$ cat src/rtl/fft_input_buffer_pkg.sv
`default_nettype none
// ============================================================================
// Package  : fft_pkg
// Purpose  : Frame geometry, buffer state encoding and bit-reversal helper.
// Revision : 1.0
// ============================================================================
package fft_pkg;

  localparam int LOG2N = 4;
  localparam int N     = 1 << LOG2N;
  localparam int IN_W  = 8;
  localparam int OUT_W = 16;

  typedef enum logic [0:0] {
    FILL  = 1'b0,
    READY = 1'b1
  } buf_state_t;

  function automatic logic [LOG2N-1:0] bitrev(input logic [LOG2N-1:0] k);
    logic [LOG2N-1:0] r;
    r = '0;
    for (int i = 0; i < LOG2N; i++) begin
      r[i] = k[LOG2N-1-i];
    end
    return r;
  endfunction

endpackage
`default_nettype wire

$ cat src/rtl/fft_input_buffer_if.sv
`default_nettype none
// ============================================================================
// Interface : fft_input_buffer_if
// Purpose   : Sample-in handshake plus FFT-stage read port of the input buffer.
// Revision  : 1.0
// ============================================================================
interface fft_input_buffer_if #(
  parameter int LOG2N = fft_pkg::LOG2N,
  parameter int IN_W  = fft_pkg::IN_W,
  parameter int OUT_W = fft_pkg::OUT_W
);

  logic              in_valid;
  logic              in_ready;
  logic [IN_W-1:0]   in_data;
  logic              frame_ready;
  logic [LOG2N-1:0]  rd_addr;
  logic [OUT_W-1:0]  rd_data;
  logic              frame_release;
  logic [LOG2N:0]    fill_count;

  modport master (
    output in_valid, in_data, rd_addr, frame_release,
    input  in_ready, frame_ready, rd_data, fill_count
  );

  modport slave (
    input  in_valid, in_data, rd_addr, frame_release,
    output in_ready, frame_ready, rd_data, fill_count
  );

endinterface
`default_nettype wire

$ cat src/rtl/fft_input_buffer_ram.sv
`default_nettype none
// ============================================================================
// Module   : fft_sample_ram
// Purpose  : Simple dual-port RAM, synchronous write, registered read.
// Revision : 1.0
// ============================================================================
module fft_sample_ram #(
  parameter int ADDR_W = 4,
  parameter int DATA_W = 8
) (
  input  wire logic              clk,
  input  wire logic              rst_n,
  input  wire logic              we,
  input  wire logic [ADDR_W-1:0] waddr,
  input  wire logic [DATA_W-1:0] wdata,
  input  wire logic [ADDR_W-1:0] raddr,
  output logic      [DATA_W-1:0] rdata
);

  logic [DATA_W-1:0] mem [2**ADDR_W];

  // Storage is deliberately left uninitialised by reset; only the read register clears.
  always_ff @(posedge clk) begin
    if (we) begin
      mem[waddr] <= wdata;
    end
  end

  always_ff @(posedge clk) begin
    if (!rst_n) begin
      rdata <= '0;
    end else begin
      rdata <= mem[raddr];
    end
  end

endmodule
`default_nettype wire

$ cat src/rtl/fft_input_buffer.sv
`default_nettype none
// ============================================================================
// Module   : fft_input_buffer
// Purpose  : Stores one frame of samples at bit-reversed addresses and serves
//            it to the FFT stage until released.
// Options  : FFT_INBUF_SIGN_EXT_EN - sign-extend read data instead of zero-pad.
// Revision : 1.0
// ============================================================================
module fft_input_buffer
  import fft_pkg::*;
(
  input wire logic          clk,
  input wire logic          rst_n,
  fft_input_buffer_if.slave bus
);

  buf_state_t        state;
  buf_state_t        state_nxt;
  logic [LOG2N-1:0]  wr_ptr;
  logic [LOG2N:0]    count;
  logic [IN_W-1:0]   ram_q;
  logic [OUT_W-IN_W-1:0] upper;
  logic              xfer;
  logic              release_ok;

  // Derived from state directly so the handshake has no combinational loop.
  assign xfer       = bus.in_valid && (state == FILL);
  assign release_ok = bus.frame_release && (state == READY);

  always_ff @(posedge clk) begin
    if (!rst_n) begin
      state  <= FILL;
      wr_ptr <= '0;
      count  <= '0;
    end else begin
      state <= state_nxt;
      if (release_ok) begin
        wr_ptr <= '0;
        count  <= '0;
      end else if (xfer) begin
        wr_ptr <= wr_ptr + 1'b1;
        count  <= count + 1'b1;
      end
    end
  end

  always_comb begin
    state_nxt       = state;
    bus.in_ready    = 1'b0;
    bus.frame_ready = 1'b0;
    case (state)
      FILL: begin
        bus.in_ready = 1'b1;
        if (xfer && (wr_ptr == LOG2N'(N - 1))) begin
          state_nxt = READY;
        end
      end
      READY: begin
        bus.frame_ready = 1'b1;
        if (bus.frame_release) begin
          state_nxt = FILL;
        end
      end
      default: state_nxt = FILL;
    endcase
  end

  fft_sample_ram #(
    .ADDR_W (LOG2N),
    .DATA_W (IN_W)
  ) u_ram (
    .clk   (clk),
    .rst_n (rst_n),
    .we    (xfer),
    .waddr (bitrev(wr_ptr)),
    .wdata (bus.in_data),
    .raddr (bus.rd_addr),
    .rdata (ram_q)
  );

`ifdef FFT_INBUF_SIGN_EXT_EN
  assign upper = {(OUT_W-IN_W){ram_q[IN_W-1]}};
`else
  assign upper = '0;
`endif

  assign bus.rd_data    = {upper, ram_q};
  assign bus.fill_count = count;

endmodule
`default_nettype wire

$ cat src/flat_wrapper.sv
// flat-port wrapper written by rule: the top's interface ports become plain ports
module fft_input_buffer_flat import fft_pkg::*;
  (clk, rst_n, bus_in_valid, bus_in_data, bus_rd_addr, bus_frame_release, bus_in_ready, bus_frame_ready, bus_rd_data, bus_fill_count);
  fft_input_buffer_if bus_i ();
  input wire logic clk;
  input wire logic rst_n;
  input wire logic [$bits(bus_i.in_valid)-1:0] bus_in_valid;
  input wire logic [$bits(bus_i.in_data)-1:0] bus_in_data;
  input wire logic [$bits(bus_i.rd_addr)-1:0] bus_rd_addr;
  input wire logic [$bits(bus_i.frame_release)-1:0] bus_frame_release;
  output wire logic [$bits(bus_i.in_ready)-1:0] bus_in_ready;
  output wire logic [$bits(bus_i.frame_ready)-1:0] bus_frame_ready;
  output wire logic [$bits(bus_i.rd_data)-1:0] bus_rd_data;
  output wire logic [$bits(bus_i.fill_count)-1:0] bus_fill_count;
  assign bus_i.in_valid = bus_in_valid;
  assign bus_i.in_data = bus_in_data;
  assign bus_i.rd_addr = bus_rd_addr;
  assign bus_i.frame_release = bus_frame_release;
  assign bus_in_ready = bus_i.in_ready;
  assign bus_frame_ready = bus_i.frame_ready;
  assign bus_rd_data = bus_i.rd_data;
  assign bus_fill_count = bus_i.fill_count;
  fft_input_buffer u_core (.clk(clk), .rst_n(rst_n), .bus(bus_i));
endmodule
$ cat config.mk
export PLATFORM = sky130hd
export DESIGN_NAME = fft_input_buffer_flat
export DESIGN_NICKNAME = d
export VERILOG_FILES = /design/src/rtl/fft_input_buffer_pkg.sv /design/src/rtl/fft_input_buffer_if.sv /design/src/rtl/fft_input_buffer_ram.sv /design/src/rtl/fft_input_buffer.sv /design/src/flat_wrapper.sv
export SDC_FILE = /design/constraint.sdc
export NUM_CORES = 1
export LEC_CHECK = 0
export CAP_MARGIN = 20
export CORE_UTILIZATION = 55
export CTS_BUF_LIST = sky130_fd_sc_hd__clkbuf_4
export DETAILED_ROUTE_END_ITERATION = 7
export GPL_ROUTABILITY_DRIVEN = 0
export PLACE_DENSITY = 0.78
export SLEW_MARGIN = 20
export SYNTH_ARGS = -nofsm -noshare
export SYNTH_HDL_FRONTEND = slang
export SYNTH_HIERARCHICAL = 1
export SYNTH_SLANG_ARGS = --single-unit
$ cat constraint.sdc
create_clock -name clk -period 2.25 [get_ports clk]
set_input_delay 0.45 -clock clk [delete_from_list [all_inputs] [get_ports clk]]
set_output_delay 0.45 -clock clk [all_outputs]
set_load 0.01 [all_outputs]
Yosys cells after proc, flatten, opt, wreduce, memory -nomap -nowiden:

Memory sizes are Yosys's and may differ from the RTL's. A register that Yosys moved wholly into a read port is not among the register bits.
Cells that the tools add are included.

* muxes and demuxes: 7
* add/sub/neg operators: 2
* bitwise logic cells: 2
* reductions and logical operators: 5
* eq/ne operators: 1

Operators with widths (number)
* $mux W1: 6
* $add A5 B1 Y5 const B: 1
* $add A4 B1 Y4 const B: 1
* $eq A4 B4 Y1 const B: 1
* $logic_and A1 B1 Y1: 3
* $not A1 Y1: 2
* $pmux W1 S2: 1
* $reduce_or A2 Y1: 1
* $logic_not A1 Y1: 1

* bits of input ports: 16
* bits in writable memories: 128
* word-level logic and storage cells: 21
* bits in registers: 10
* memories kept: 1

Memories
* u_core.u_ram.mem: words 16, bits a word 8, rd ports 1, clocked after memory_dff 1, wr ports 1, line fft_input_buffer_ram.sv:20 `logic [DATA_W-1:0] mem [2**ADDR_W];`

Depth between registers and ports, before layout:

Gate-level depths: netlist of run 1.

* word-level depth: 5
* gate-level depth with buffers: 7
* mapped depth without buffers: 4

By module:

Netlist of run 1, hierarchy kept.

Modules (own cells, without submodules)
* fft_sample_ram: times used 1, cells an instance 242, sequential area each 4003.8 um2, area an instance 5188.7 um2
* fft_input_buffer: times used 1, cells an instance 58, sequential area each 200.2 um2, area an instance 491.7 um2

Least setup slack after synthesis of run 1:

Ideal clock, no wire load.

* kind: register to register
* from: register u_core.state
* to: memory u_core.u_ram.mem[0][0], enable pin
* cell stages (with the launch flop): 5
* data arrival time: 1798 ps
* path slack: 69 ps
* cells stage by stage: dfxtp_1 -> nand2b_1 -> inv_2 -> or3b_2 -> nor3_1

* cells in the longest elaborated chain, start to end: 4

RTL lines
* from (decl): line fft_input_buffer.sv:17 `buf_state_t state;`
* from (signal assigned): line fft_input_buffer.sv:36 `state <= state_nxt;`
* $not A1 Y1: line fft_input_buffer.sv:27 `assign xfer = bus.in_valid && (state == FILL);`
* $logic_and A1 B1 Y1: line fft_input_buffer.sv:27
* via u_core.xfer: line fft_input_buffer.sv:23 `logic xfer;`
* $mux W1: line fft_input_buffer_ram.sv:24 `if (we) begin`
* $mux W1 (not written as such): line fft_input_buffer_ram.sv:25 `mem[waddr] <= wdata;`
* to (decl): line fft_input_buffer_ram.sv:20

The timed path passes the listed nets, and every way through them passes these cells.

Worst setup path in the final report of run 1:

* from: register u_core.state
* to: output port bus_in_ready

* cells in the longest elaborated chain, start to end: 1

RTL lines
* $mux W1: line fft_input_buffer.sv:51 `case (state)`
* to (decl): line flat_wrapper.sv:11 `output wire logic [$bits(bus_i.in_ready)-1:0] bus_in_ready;`

No other way between the ends.

==> impl_metrics.yaml, run 1 <==
status:
  status: "complete, no violations"
synth:
  synth_area_per_cell_um2: 18.9
  async_flop_share_pct: 0
  seq_area_frac_synth_pct: 74.0
  yosys.area_share.xor_xnor_pct: 0.617
  synth-compound-area-share_pct: 2.95
  yosys.area_share.simple_pct: 5.13
  synth_area_um2: 5680
  synth_top_family_by_area: "multiplexers"
  synth_adder_area_share_pct: 0.441
  muxShareOfSynthArea_pct: 14.4
  synth-edff-count: 128
  synth.ff_latch_count: 146
  synthCells: 300
  synthFlopType: "edfxtp_1"
  yosys_warnings: 6
  synth_cell_type_count: 35
floorplan:
  initial_core_util_pct: 57.3
  die_w_um: 104
  fp.dieArea_um2: 10700
  rows: 36
  die_y_um: 104
  io_pins: 39
  coreArea_um2: 9910
worst_hold_path:
  whs_path_depth: 2
  hp-class: "flop to flop"
sta:
  slew_headroom_pct: 61.8
  setup_viol: 0
  maxSlewViolCount: 0
  timing.fmax_ghz: 0.495
  final.min_clock_period_ns: 2.02
  finalCritPeriodShare_pct: 89.8
  rsz0062_at_grt: "false"
  clock_skew_ns: 0.0132
  finalHoldViolations: 0
  worst-slew-pin-transition_ns: 0.571
  holdWs_ns: 0.521
placement:
  dp_hpwl_um: 7000
  portBuffers: 30
  place_area_um2: 6320
grt:
  overflow: 0
  grt_pass1_wl_um: 17000
  antenna_found_initial: 0
  grt_max_degree: 28
  track_usage_pct: 21.9
  grt_pass1_vias: 3138
setup_path:
  critPathCaptureType: "output port"
  reg2reg_slack_ns: 0.40
  worstPathRequired_ns: 1.80
  cp-start-kind: "flop"
  worstRegToRegCells: 5
  worstPathArrival_ns: 1.57
  critPathKind: "flop to output port"
  crit_path_max_fanout: 7
finish:
  final_layout_size_suffix_gt1_share_pct: 23.4
  n_antenna_cell: 0
  final_nets: 389
  postLayoutCellArea_um2: 6640
  area_delta_synth_final_pct: 16.9
routing:
  wire_per_inst_um: 20.5
  ant_nets: 0
  vias: 2955
  drt_pass1_iterations: 4
  drc: 0
  drt_iter0_drc: 209
  drt-vias-per-instance: 5.72
  routed_wl_um: 10600
run:
  maxCapViolCount: 0
clock_network:
  holdBufCountCts: 0
  cts_tree: "built"
  cts_resized: 0
  post_cts_buffers: 0
  cts_buffers: 17
  cts-root-buf: "clkbuf_4"
  cts_num_sinks: 146
  cts_buffer_depth: 2
  clkTransAtPathRegs_ns: 0.11
  clock_latency_ns: 0.54
  ctsHtreeMaxLevel: 4
pwr:
  powerDensity_nw_per_um2: 769
  peakVddDrop_uv: 425
  p_leak_uw: 0.00227
## kinds of logic after synthesis
group                    count (synthesis)
other                                    1
buffers and inverters                   20
multiplexers                            45
AO/OA/AOI/OAI                           24
flip-flops                             146
AND/OR/NAND/NOR                         58
adder cells (fa/ha/maj)                  2
XOR/XNOR                                 4
## layout by cell type, fill, tap and decap left out, types with 3 or more instances in the layout
cell / n
bufinv_16: 4
nor2_1: 18
edfxtp_1: 128
nor3_1: 4
a21oi_1: 6
nand2b_1: 4
clkdlybuf4s50_1: 29
buf_12: 3
a221o_1: 4
and3_1: 4
buf_4: 30
o22ai_1: 4
clkinvlp_4: 4
or3_1: 3
conb_1: 8
dfxtp_1: 18
a22oi_1: 3
clkbuf_4: 17
nand2_1: 11
mux4_2: 24
and2_1: 3
mux4_1: 4
mux2i_1: 17
a22o_1: 4
nand3b_1: 5
clkinv_2: 3
## report_power, final
| group | leakage [µW] | switching (µW) | internal [µW] | total, µW |
|---|---|---|---|---|
| sequential | 0.00130 | 21.1 | 2990 | 3010 |
| clock | 0.000159 | 889 | 871 | 1760 |
| combinational | 0.000804 | 171 | 169 | 340 |
## worst max-delay path, cell delays in order (launching register included)
cell	delay [ns]
dfxtp_1	0.38
inv_1	0.11
clkdlybuf4s50_1	0.55
## cell usage after synthesis, drive strengths merged (3+ instances only)
cell type | number | area (µm²)
o22ai | 4 | 25.0
mux2i | 17 | 170
a22o | 4 | 35.0
a21oi | 6 | 30.0
and3 | 4 | 25.0
nand2b | 4 | 25.0
and2 | 3 | 18.8
nor2 | 18 | 67.6
a22oi | 3 | 22.5
a221o | 4 | 40.0
mux4 | 28 | 646
or3 | 3 | 18.8
o21ai | 3 | 15.0
buf | 16 | 123
nand2 | 11 | 41.3
dfxtp | 18 | 360
nand3b | 5 | 37.5
nor3 | 4 | 20.0
edfxtp | 128 | 3840
## registers in the layout (all words and copies together), names as in the netlist
| name | count |
|---|---|
| u_core/u_ram/mem | 128 |
| u_core/bus.fill_count | 5 |
| u_core/state | 1 |
| u_core/u_ram/rdata | 8 |
| u_core/wr_ptr | 4 |
## layout make-up
cell class              instances  area (µm²)
clock buffers                  17         128
clock inverters                15         190
fillers                       660        3270
inverters                       2        7.51
multi-input cells             141        1370
flip-flops and latches        146        4200
well taps                     133         166
repair buffers                 63         581
## through the flow
stage	std cells	setup TNS, ns	setup slack, ns	util (%)	power (µW)
3_3_place_gp	485	0	0.0401	63.8	3400
2_1_floorplan	307	0	0.0685	-	3260
5_1_grt	517	0	0.139	67.0	5280
3_5_place_dp	485	-0.391	-0.0490	63.8	3410
6_report	517	0	0.230	67.0	5110
4_1_cts	517	0	0.191	67.0	5150
## final timing paths
| path | startpoint | to |
|---|---|---|
| max | u_core/state | bus_in_ready |
| min | u_core/bus.fill_count[4] | u_core/bus.fill_count[4] |
| max reg2reg | u_core/state | u_core/u_ram/mem[0][5] |
| min reg2reg | u_core/bus.fill_count[4] | u_core/bus.fill_count[4] |
## metal layers
metal / part of all wire [%] / global-route usage, %
met3: 7.7 / 6.42
met5: 0 / 0
met1: 38 / 27.4
met4: 1.3 / 8.80
met2: 53 / 36.0
Power figures use the tool's default switching activity.
==> run 2: changes to the inputs <==
--- a/config.mk
+++ b/config.mk
@@ -5,13 +5,13 @@
 export SDC_FILE = /design/constraint.sdc
 export NUM_CORES = 1
 export LEC_CHECK = 0
+export ABC_AREA = 0
 export CAP_MARGIN = 20
 export CORE_UTILIZATION = 55
 export CTS_BUF_LIST = sky130_fd_sc_hd__clkbuf_4
 export DETAILED_ROUTE_END_ITERATION = 7
 export GPL_ROUTABILITY_DRIVEN = 0
 export PLACE_DENSITY = 0.78
-export SLEW_MARGIN = 20
 export SYNTH_ARGS = -nofsm -noshare
 export SYNTH_HDL_FRONTEND = slang
 export SYNTH_HIERARCHICAL = 1
==> results of run 2 <==
No change in the layout: final DEF, timing and power equal those of run 1.
